File: config.mk
export PLATFORM = sky130hd
export DESIGN_NAME = pifo_rank_tagger
export DESIGN_NICKNAME = d
export VERILOG_FILES = /design/src/rtl/pifo_rank_tagger.sv
export SDC_FILE = /design/constraint.sdc
export NUM_CORES = 1
export LEC_CHECK = 0
export ABC_AREA = 1
export CORE_AREA = 3 3 328 330
export CTS_CLUSTER_DIAMETER = 120
export DETAILED_ROUTE_END_ITERATION = 16
export DIE_AREA = 0 0 331 333
export PLACE_DENSITY_LB_ADDON = 0.12
export SLEW_MARGIN = 10
export SYNTH_ARGS = -nofsm -noshare
export SYNTH_HDL_FRONTEND = slang
export SYNTH_SLANG_ARGS = --single-unit
File: constraint.sdc
create_clock -name clk_in_0 -period 5 [get_ports clk_in_0]
set_input_delay 1 -clock clk_in_0 [delete_from_list [all_inputs] [get_ports clk_in_0]]
set_output_delay 1 -clock clk_in_0 [all_outputs]
set_load 0.02 [all_outputs]
File: src/rtl/pifo_rank_tagger.sv
// -----------------------------------------------------------------------------
// pifo_rank_tagger
//
// Purpose:
//   AXI4-Stream register slice placed in front of the PIFO enqueue agent. At the
//   start of every packet it computes a Start-Time Fair Queueing rank from a
//   per-flow finish-time table and a virtual-time register. It then writes that
//   rank into the tuser rank field of every beat of the packet. The virtual time
//   follows the rank of each packet dequeued from the PIFO.
//
// Configuration macro:
//   PIFO_RANK_FIFO_MODE_EN - when defined, the rank is a wrapping arrival counter
//                            that advances on each start-of-packet. In this mode
//                            the flow table and the virtual time are absent, and
//                            deq_valid/deq_rank are ignored. Ranks therefore follow
//                            arrival order, so the PIFO behaves as a FIFO.
//                            When undefined, the STFQ rank is produced.
//
// Ports:
//   clk_in_0        in   sole clock
//   resetn          in   asynchronous, active-low reset
//   s_axis_tdata    in   ingress data             [DATA_WIDTH-1:0]
//   s_axis_tkeep    in   ingress byte enables     [DATA_WIDTH/8-1:0]
//   s_axis_tuser    in   ingress metadata         [SUME_META_WIDTH-1:0]
//                        (length in [15:0], flow id at FLOW_ID_LSB)
//   s_axis_tvalid   in   ingress valid
//   s_axis_tlast    in   ingress end of packet
//   s_axis_tready   out  ingress ready (combinational)
//   m_axis_tdata    out  egress data
//   m_axis_tkeep    out  egress byte enables
//   m_axis_tuser    out  egress metadata, rank field at RANK_LSB replaced
//   m_axis_tvalid   out  egress valid
//   m_axis_tlast    out  egress end of packet
//   m_axis_tready   in   egress ready
//   deq_valid       in   a packet left the PIFO this cycle
//   deq_rank        in   rank of the dequeued packet [RANK_WIDTH-1:0]
// -----------------------------------------------------------------------------
module pifo_rank_tagger #(
  parameter int DATA_WIDTH      = 256,
  parameter int SUME_META_WIDTH = 128,
  parameter int FLOW_ID_WIDTH   = 4,
  parameter int FLOW_ID_LSB     = 64,
  parameter int RANK_WIDTH      = 16,
  parameter int RANK_LSB        = 96
) (
  input  logic                         clk_in_0,
  input  logic                         resetn,

  input  logic [DATA_WIDTH-1:0]        s_axis_tdata,
  input  logic [DATA_WIDTH/8-1:0]      s_axis_tkeep,
  input  logic [SUME_META_WIDTH-1:0]   s_axis_tuser,
  input  logic                         s_axis_tvalid,
  input  logic                         s_axis_tlast,
  output logic                         s_axis_tready,

  output logic [DATA_WIDTH-1:0]        m_axis_tdata,
  output logic [DATA_WIDTH/8-1:0]      m_axis_tkeep,
  output logic [SUME_META_WIDTH-1:0]   m_axis_tuser,
  output logic                         m_axis_tvalid,
  output logic                         m_axis_tlast,
  input  logic                         m_axis_tready,

  input  logic                         deq_valid,
  input  logic [RANK_WIDTH-1:0]        deq_rank
);

  localparam int KEEP_WIDTH = DATA_WIDTH / 8;

  // ---------------------------------------------------------------------------
  // Handshake and framing
  // ---------------------------------------------------------------------------
  typedef enum logic {
    ST_IDLE   = 1'b0,
    ST_IN_PKT = 1'b1
  } state_t;

  state_t                      state_reg;
  logic                        accept;
  logic                        sop;

  logic                        tvalid_reg;
  logic [DATA_WIDTH-1:0]       tdata_reg;
  logic [KEEP_WIDTH-1:0]       tkeep_reg;
  logic [SUME_META_WIDTH-1:0]  tuser_reg;
  logic                        tlast_reg;

  logic [RANK_WIDTH-1:0]       sop_rank;   // rank computed for the beat on the input now
  logic [RANK_WIDTH-1:0]       rank_reg;   // rank latched at the last start-of-packet
  logic [RANK_WIDTH-1:0]       beat_rank;
  logic [SUME_META_WIDTH-1:0]  tagged_user;

  // The slice can take a new beat when it is empty or when its current beat
  // leaves on this same edge.
  assign s_axis_tready = !tvalid_reg || m_axis_tready;
  assign accept        = s_axis_tvalid && s_axis_tready;
  // Any beat accepted in IDLE opens a packet, including single-beat packets.
  assign sop           = accept && (state_reg == ST_IDLE);

  always_ff @(posedge clk_in_0 or negedge resetn) begin
    if (!resetn) begin
      state_reg <= ST_IDLE;
    end else if (accept) begin
      state_reg <= s_axis_tlast ? ST_IDLE : ST_IN_PKT;
    end
  end

  // ---------------------------------------------------------------------------
  // Rank source
  // ---------------------------------------------------------------------------
`ifdef PIFO_RANK_FIFO_MODE_EN

  // Arrival order: each new packet gets the next counter value.
  logic [RANK_WIDTH-1:0] arrival_cnt_reg;
  logic                  unused_deq;

  assign sop_rank   = arrival_cnt_reg;
  // Dequeue feedback has no effect in arrival-order mode.
  assign unused_deq = deq_valid ^ (^deq_rank);

  always_ff @(posedge clk_in_0 or negedge resetn) begin
    if (!resetn) begin
      arrival_cnt_reg <= '0;
    end else if (sop) begin
      arrival_cnt_reg <= arrival_cnt_reg + RANK_WIDTH'(1);
    end
  end

`else

  localparam int NUM_FLOWS = 1 << FLOW_ID_WIDTH;

  // Finish times live in flip-flops: the start time is needed in the same
  // cycle that the SOP beat is presented, so a registered-read RAM would not work.
  logic [RANK_WIDTH-1:0]       flow_table_reg [NUM_FLOWS];
  logic [RANK_WIDTH-1:0]       vtime_reg;

  logic [FLOW_ID_WIDTH-1:0]    flow_id;
  logic [RANK_WIDTH-1:0]       pkt_len;
  logic [RANK_WIDTH-1:0]       flow_finish;
  logic [RANK_WIDTH-1:0]       finish_ahead;
  logic                        finish_wins;
  logic [RANK_WIDTH-1:0]       finish_next;
  logic [NUM_FLOWS-1:0]        flow_we;

  assign flow_id     = s_axis_tuser[FLOW_ID_LSB +: FLOW_ID_WIDTH];
  assign pkt_len     = RANK_WIDTH'(s_axis_tuser[15:0]);
  assign flow_finish = flow_table_reg[flow_id];

  // Wrap-aware max(V, F): F is "later" only when the modular distance F - V
  // is strictly positive as a signed value. This keeps ordering correct
  // across a rank wrap, provided live ranks stay within half the rank space.
  assign finish_ahead = flow_finish - vtime_reg;
  assign finish_wins  = !finish_ahead[RANK_WIDTH-1] && (finish_ahead != '0);
  assign sop_rank     = finish_wins ? flow_finish : vtime_reg;
  assign finish_next  = sop_rank + pkt_len;

  // Only the entry of the SOP's flow is written. Beats inside a packet never
  // decode tuser.
  generate
    for (genvar gi = 0; gi < NUM_FLOWS; gi++) begin : g_flow_we
      assign flow_we[gi] = sop && (flow_id == FLOW_ID_WIDTH'(gi));
    end
  endgenerate

  always_ff @(posedge clk_in_0 or negedge resetn) begin
    if (!resetn) begin
      for (int i = 0; i < NUM_FLOWS; i++) begin
        flow_table_reg[i] <= '0;
      end
    end else begin
      for (int i = 0; i < NUM_FLOWS; i++) begin
        if (flow_we[i]) begin
          flow_table_reg[i] <= finish_next;
        end
      end
    end
  end

  // When SOP and dequeue coincide, the SOP above already used the old V.
  always_ff @(posedge clk_in_0 or negedge resetn) begin
    if (!resetn) begin
      vtime_reg <= '0;
    end else if (deq_valid) begin
      vtime_reg <= deq_rank;
    end
  end

`endif

  // ---------------------------------------------------------------------------
  // Rank insertion and output register
  // ---------------------------------------------------------------------------
  assign beat_rank = sop ? sop_rank : rank_reg;

  always_comb begin
    tagged_user                            = s_axis_tuser;
    tagged_user[RANK_LSB +: RANK_WIDTH]    = beat_rank;
  end

  always_ff @(posedge clk_in_0 or negedge resetn) begin
    if (!resetn) begin
      rank_reg <= '0;
    end else if (sop) begin
      rank_reg <= sop_rank;
    end
  end

  // The output registers load only on acceptance, so a stalled beat holds
  // steady until the downstream stage takes it.
  always_ff @(posedge clk_in_0 or negedge resetn) begin
    if (!resetn) begin
      tvalid_reg <= 1'b0;
      tdata_reg  <= '0;
      tkeep_reg  <= '0;
      tuser_reg  <= '0;
      tlast_reg  <= 1'b0;
    end else if (accept) begin
      tvalid_reg <= 1'b1;
      tdata_reg  <= s_axis_tdata;
      tkeep_reg  <= s_axis_tkeep;
      tuser_reg  <= tagged_user;
      tlast_reg  <= s_axis_tlast;
    end else if (m_axis_tready) begin
      tvalid_reg <= 1'b0;
    end
  end

  assign m_axis_tvalid = tvalid_reg;
  assign m_axis_tdata  = tdata_reg;
  assign m_axis_tkeep  = tkeep_reg;
  assign m_axis_tuser  = tuser_reg;
  assign m_axis_tlast  = tlast_reg;

endmodule

==> PnR_summary.wiki, run 1 <==
{| class="wikitable"
! Metric !! Value
|-
| Final setup fails || 180
|-
| Share of layout cells above drive strength 1 || 0.132
|-
| Post-Syn Area || about 30,000 µm²
|-
| Core region area || between 100,000 and 150,000 µm²
|-
| Clock Pin Slew Worst Setup and Hold Paths || 0.06 ns
|-
| Endpoint class of the critical path || register
|-
| Number of rows created at floorplan || 119
|-
| Clock tree from TritonCTS || done
|-
| ANT nets after route || 0
|-
| Synthesis Warnings || 0
|-
| Clock skew after layout || 0.0255 ns
|-
| Last weighted congestion value of the routability-driven placer || around 0.93
|-
| Least setup slack across all paths after layout || -0.537 ns
|-
| Primary flip-flop cell chosen by synthesis mapping || sky130_fd_sc_hd__dfrtp_1
|-
| Detailed-router iteration count before antenna repair || 5
|-
| Source of the critical timing path || s_axis_tuser[65]
|-
| Fraction of synthesized area in multiplexers || 0
|-
| Post-synthesis net count || 3,926
|-
| Global-route wire length before repair || 204 mm
|-
| Share of synthesized flip-flops with an asynchronous set or reset || 1.00
|-
| Synth Area in Compound Gates || 0.0972
|-
| Clock tree root driver cell || sky130_fd_sc_hd__clkbuf_16
|-
| Most frequent cell on the critical path || sky130_fd_sc_hd__nand2_1
|-
| Average wire length per cell after detail routing || 24.7 µm
|-
| I/O pin total || 857
|-
| Number of filler cells placed in the layout || 10.5k
|-
| Setup total negative slack || -55.11 ns
|-
| Unrepaired setup endpoints after global routing || true
|-
| Data arrival at the endpoint of the critical path || 6.13 ns
|-
| Synth area leaders || sky130_fd_sc_hd__dfrtp_1 59%, sky130_fd_sc_hd__nand2_1 22%, sky130_fd_sc_hd__o21ai_0 4.5%
|-
| Number of global-route vias before repair || 27.1k
|-
| GRT Residual Overflow || 0
|-
| Number of instances in the synthesized netlist || 3,453
|-
| List of most frequent post-synthesis cells || 1,727 x sky130_fd_sc_hd__nand2_1, 707 x sky130_fd_sc_hd__dfrtp_1, 268 x sky130_fd_sc_hd__o21ai_0
|-
| Maximum level of the CTS H-tree || 3
|-
| Die area || between 100,000 and 150,000 µm²
|-
| Num Clock Sinks || 707
|-
| Transition time at the pin with the least slew margin || 1.08 ns
|-
| Reg-to-Reg End || flow_table_reg[62]
|-
| DP Worst Slack || -1.82 ns
|-
| RR Startpoint || flow_table_reg[240]
|-
| Final cell utilization of the core || 0.434
|-
| Worst-case reg-to-reg path depth || 37
|-
| Adder-cell share of the synthesized area || 0.0152
|-
| Later-pin clock latency in the skew report || around 0.67 ns
|-
| Post-synthesis area per instance || 8.64 µm²
|-
| Post-synthesis share of cell area spent on xor and xnor gates || 0.00294
|-
| Area of placed instances || 41,400 µm²
|-
| Number of max-slew violations in the final report || 0
|-
| Layout-stage area growth over the synthesis result || 53.0%
|-
| Largest incremental delay on the critical path || roughly 0.56 ns
|-
| Pin count of the biggest net entering global routing || 188
|-
| Multi-input combinational cell area || 11,800 µm²
|-
| Worst setup path endpoint || flow_table_reg[62]
|-
| Final period utilization || 1.11
|-
| Number of DRC violations after detailed-routing iteration 0 || 2,198
|-
| Dominant combinational cell family by area after synthesis || simple AND/OR/NAND/NOR gates
|-
| Synthesis-stage register bit count || 707
|-
| Highest-delay cell along the critical path || sky130_fd_sc_hd__a2111o_1
|-
| Half-perimeter wire length of the detailed placement result || 111 mm
|-
| Required time at the endpoint of the critical path || approximately 5.6 ns
|-
| Category of the worst setup path launch point || input port
|-
| Placed Instances || around 5.7k
|-
| Setup slack of the most critical reg-to-reg path || 0 ns
|-
| Violations in the final reports || setup timing
|-
| Unique masters post-synth || 43
|-
| Total DRC errors in the routed layout || 0
|-
| Vertical die dimension || between 300 and 400 µm
|-
| Highest fanout seen on the critical path || 8
|-
| Max-cap violations || 0
|-
| Static leakage || 21.9 nW
|-
| Yosys top cell area share || 0.593
|-
| Count of endpoints failing hold in the final timing report || 0
|-
| Final-stage net count || ~4.9k
|-
| Post-cts hold buffer count || 0
|-
| Final total power || roughly 23 mW
|-
| Worst hold path type || input port to async pin
|-
| Slew margin rel. || 0.278
|-
| Crit path kind || input port to register
|-
| Most frequent cell after synthesis || sky130_fd_sc_hd__nand2_1
|-
| Number of enable-type register cells in the synthesized netlist || 0
|-
| Leading area contributor after synthesis || sky130_fd_sc_hd__dfrtp_1
|-
| Worst hold margin || approximately 0.44 ns
|-
| Sequential cell area fraction in the yosys report || 0.593
|-
| Vias || 27.6k
|-
| Clock period minus final worst setup slack || 5.54 ns
|-
| F_max || between 0.15 and 0.2 GHz
|-
| Post-Synth Simple-Gate Area || 0.250
|-
| CTS buffer count || 85
|-
| Deepest clock path buffer count || 3
|-
| Power per unit of standard cell area || 504 nW/µm²
|-
| Effective utilization at floorplan || 0.284
|-
| Result of the run || finished, violations left
|-
| Die width || about 330 µm
|-
| Cell Count, Final, Fillers Out || 5,923
|-
| Routed vias/inst || 4.65
|-
| VDD IR-drop max || around 0.27 mV
|-
| Post-route standard cell area excluding fillers || 45,600 µm²
|-
| Buffers on Ports || 840
|-
| Final routed wirelength across all metal layers || 146 mm
|-
| Register area || 17,700 µm²
|-
| Combined global-route utilization of all metal layers || 0.257
|-
| Number of antenna violations at the first check in global routing || 30
|}
-- area by class of cell --
class / count / area share
diodes: 12 / 0.000658
clock buffers: 132 / 0.0551
clock inverters: 23 / 0.00631
inverters: 110 / 0.00933
multi-input cells: 2436 / 0.259
flip-flops and latches: 707 / 0.388
well taps: 1391 / 0.0382
repair buffers: 1112 / 0.244
-- metal layers --
metal  track usage  up-vias  wire, µm
li1              -    13082         -
met1         0.303    13270     56900
met2         0.419      923     68500
met3        0.0719      253     10900
met4         0.149       22      9870
met5             0        -       144
-- where the power goes --
group	total, mW	internal [mW]	leakage, nW	switching [mW]
sequential	8.00	7.16	8.86	0.843
clock	6.27	3.68	1.38	2.59
combinational	8.72	3.85	11.7	4.87
-- cell families (layout without fill, tap and decap cells) --
group | after synthesis | count (layout)
XOR/XNOR | 10 | 10
flip-flops | 707 | 707
AND/OR/NAND/NOR | 1904 | 1905
AO/OA/AOI/OAI | 486 | 486
other | 0 | 12
adder cells (fa/ha/maj) | 35 | 35
buffers and inverters | 311 | 1377
-- worst min path at each step --
stage               depth (start not counted)                 from                  end  slack (ns)
floorplan                                   2  flow_table_reg[159]  flow_table_reg[159]        0.45
global placement                            2     m_axis_tdata[99]     m_axis_tdata[99]        0.46
detailed placement                          2     m_axis_tdata[62]     m_axis_tdata[62]        0.46
CTS                                         1               resetn    m_axis_tdata[126]        0.40
global route                                1               resetn   flow_table_reg[88]        0.46
finish                                      1               resetn   flow_table_reg[67]        0.44
-- cell usage in the layout (no fill, tap or decap), drive strengths merged, types with 2 or more instances in the layout --
cell / count
o211ai: 14
o21a: 11
o21ai: 283
a2111o: 5
dlygate4sd2: 2
o22ai: 8
clkinv: 16
ha: 33
inv: 112
a22oi: 96
a21o: 4
a211oi: 2
nand3: 92
diode: 12
or2: 16
xor2: 5
xnor2: 5
a21oi: 32
nor2: 33
bufinv: 4
buf: 272
and2: 5
o21bai: 2
dfrtp: 707
nand2: 1732
fa: 2
nand3b: 4
clkbuf: 134
clkdlybuf4s50: 835
a22o: 15
nand4: 18
a21boi: 11
nor3: 5
-- critical path, delay by kind of cell --
kind | cells | cell delay [ns]
AO/OA/AOI/OAI | 9 | 1.67
AND/OR/NAND/NOR | 16 | 1.48
buffers and inverters | 10 | 1.12
adder cells (fa/ha/maj) | 3 | 0.86
-- timing repair --
action                     CTS  global route
setup buffers               39            11
pin swaps                   63            21
setup endpoints to repair  240           226
resized for setup          177            57
gates cloned                 5             2
(Power assumes the default switching activity.)
==> run 2, diff against run 1 <==
--- a/config.mk
+++ b/config.mk
@@ -10,6 +10,7 @@
 export CTS_CLUSTER_DIAMETER = 120
 export DETAILED_ROUTE_END_ITERATION = 16
 export DIE_AREA = 0 0 331 333
+export GPL_TIMING_DRIVEN = 1
 export PLACE_DENSITY_LB_ADDON = 0.12
 export SLEW_MARGIN = 10
 export SYNTH_ARGS = -nofsm -noshare
==> results of run 2 <==
No change in the layout: final DEF, timing and power equal those of run 1.
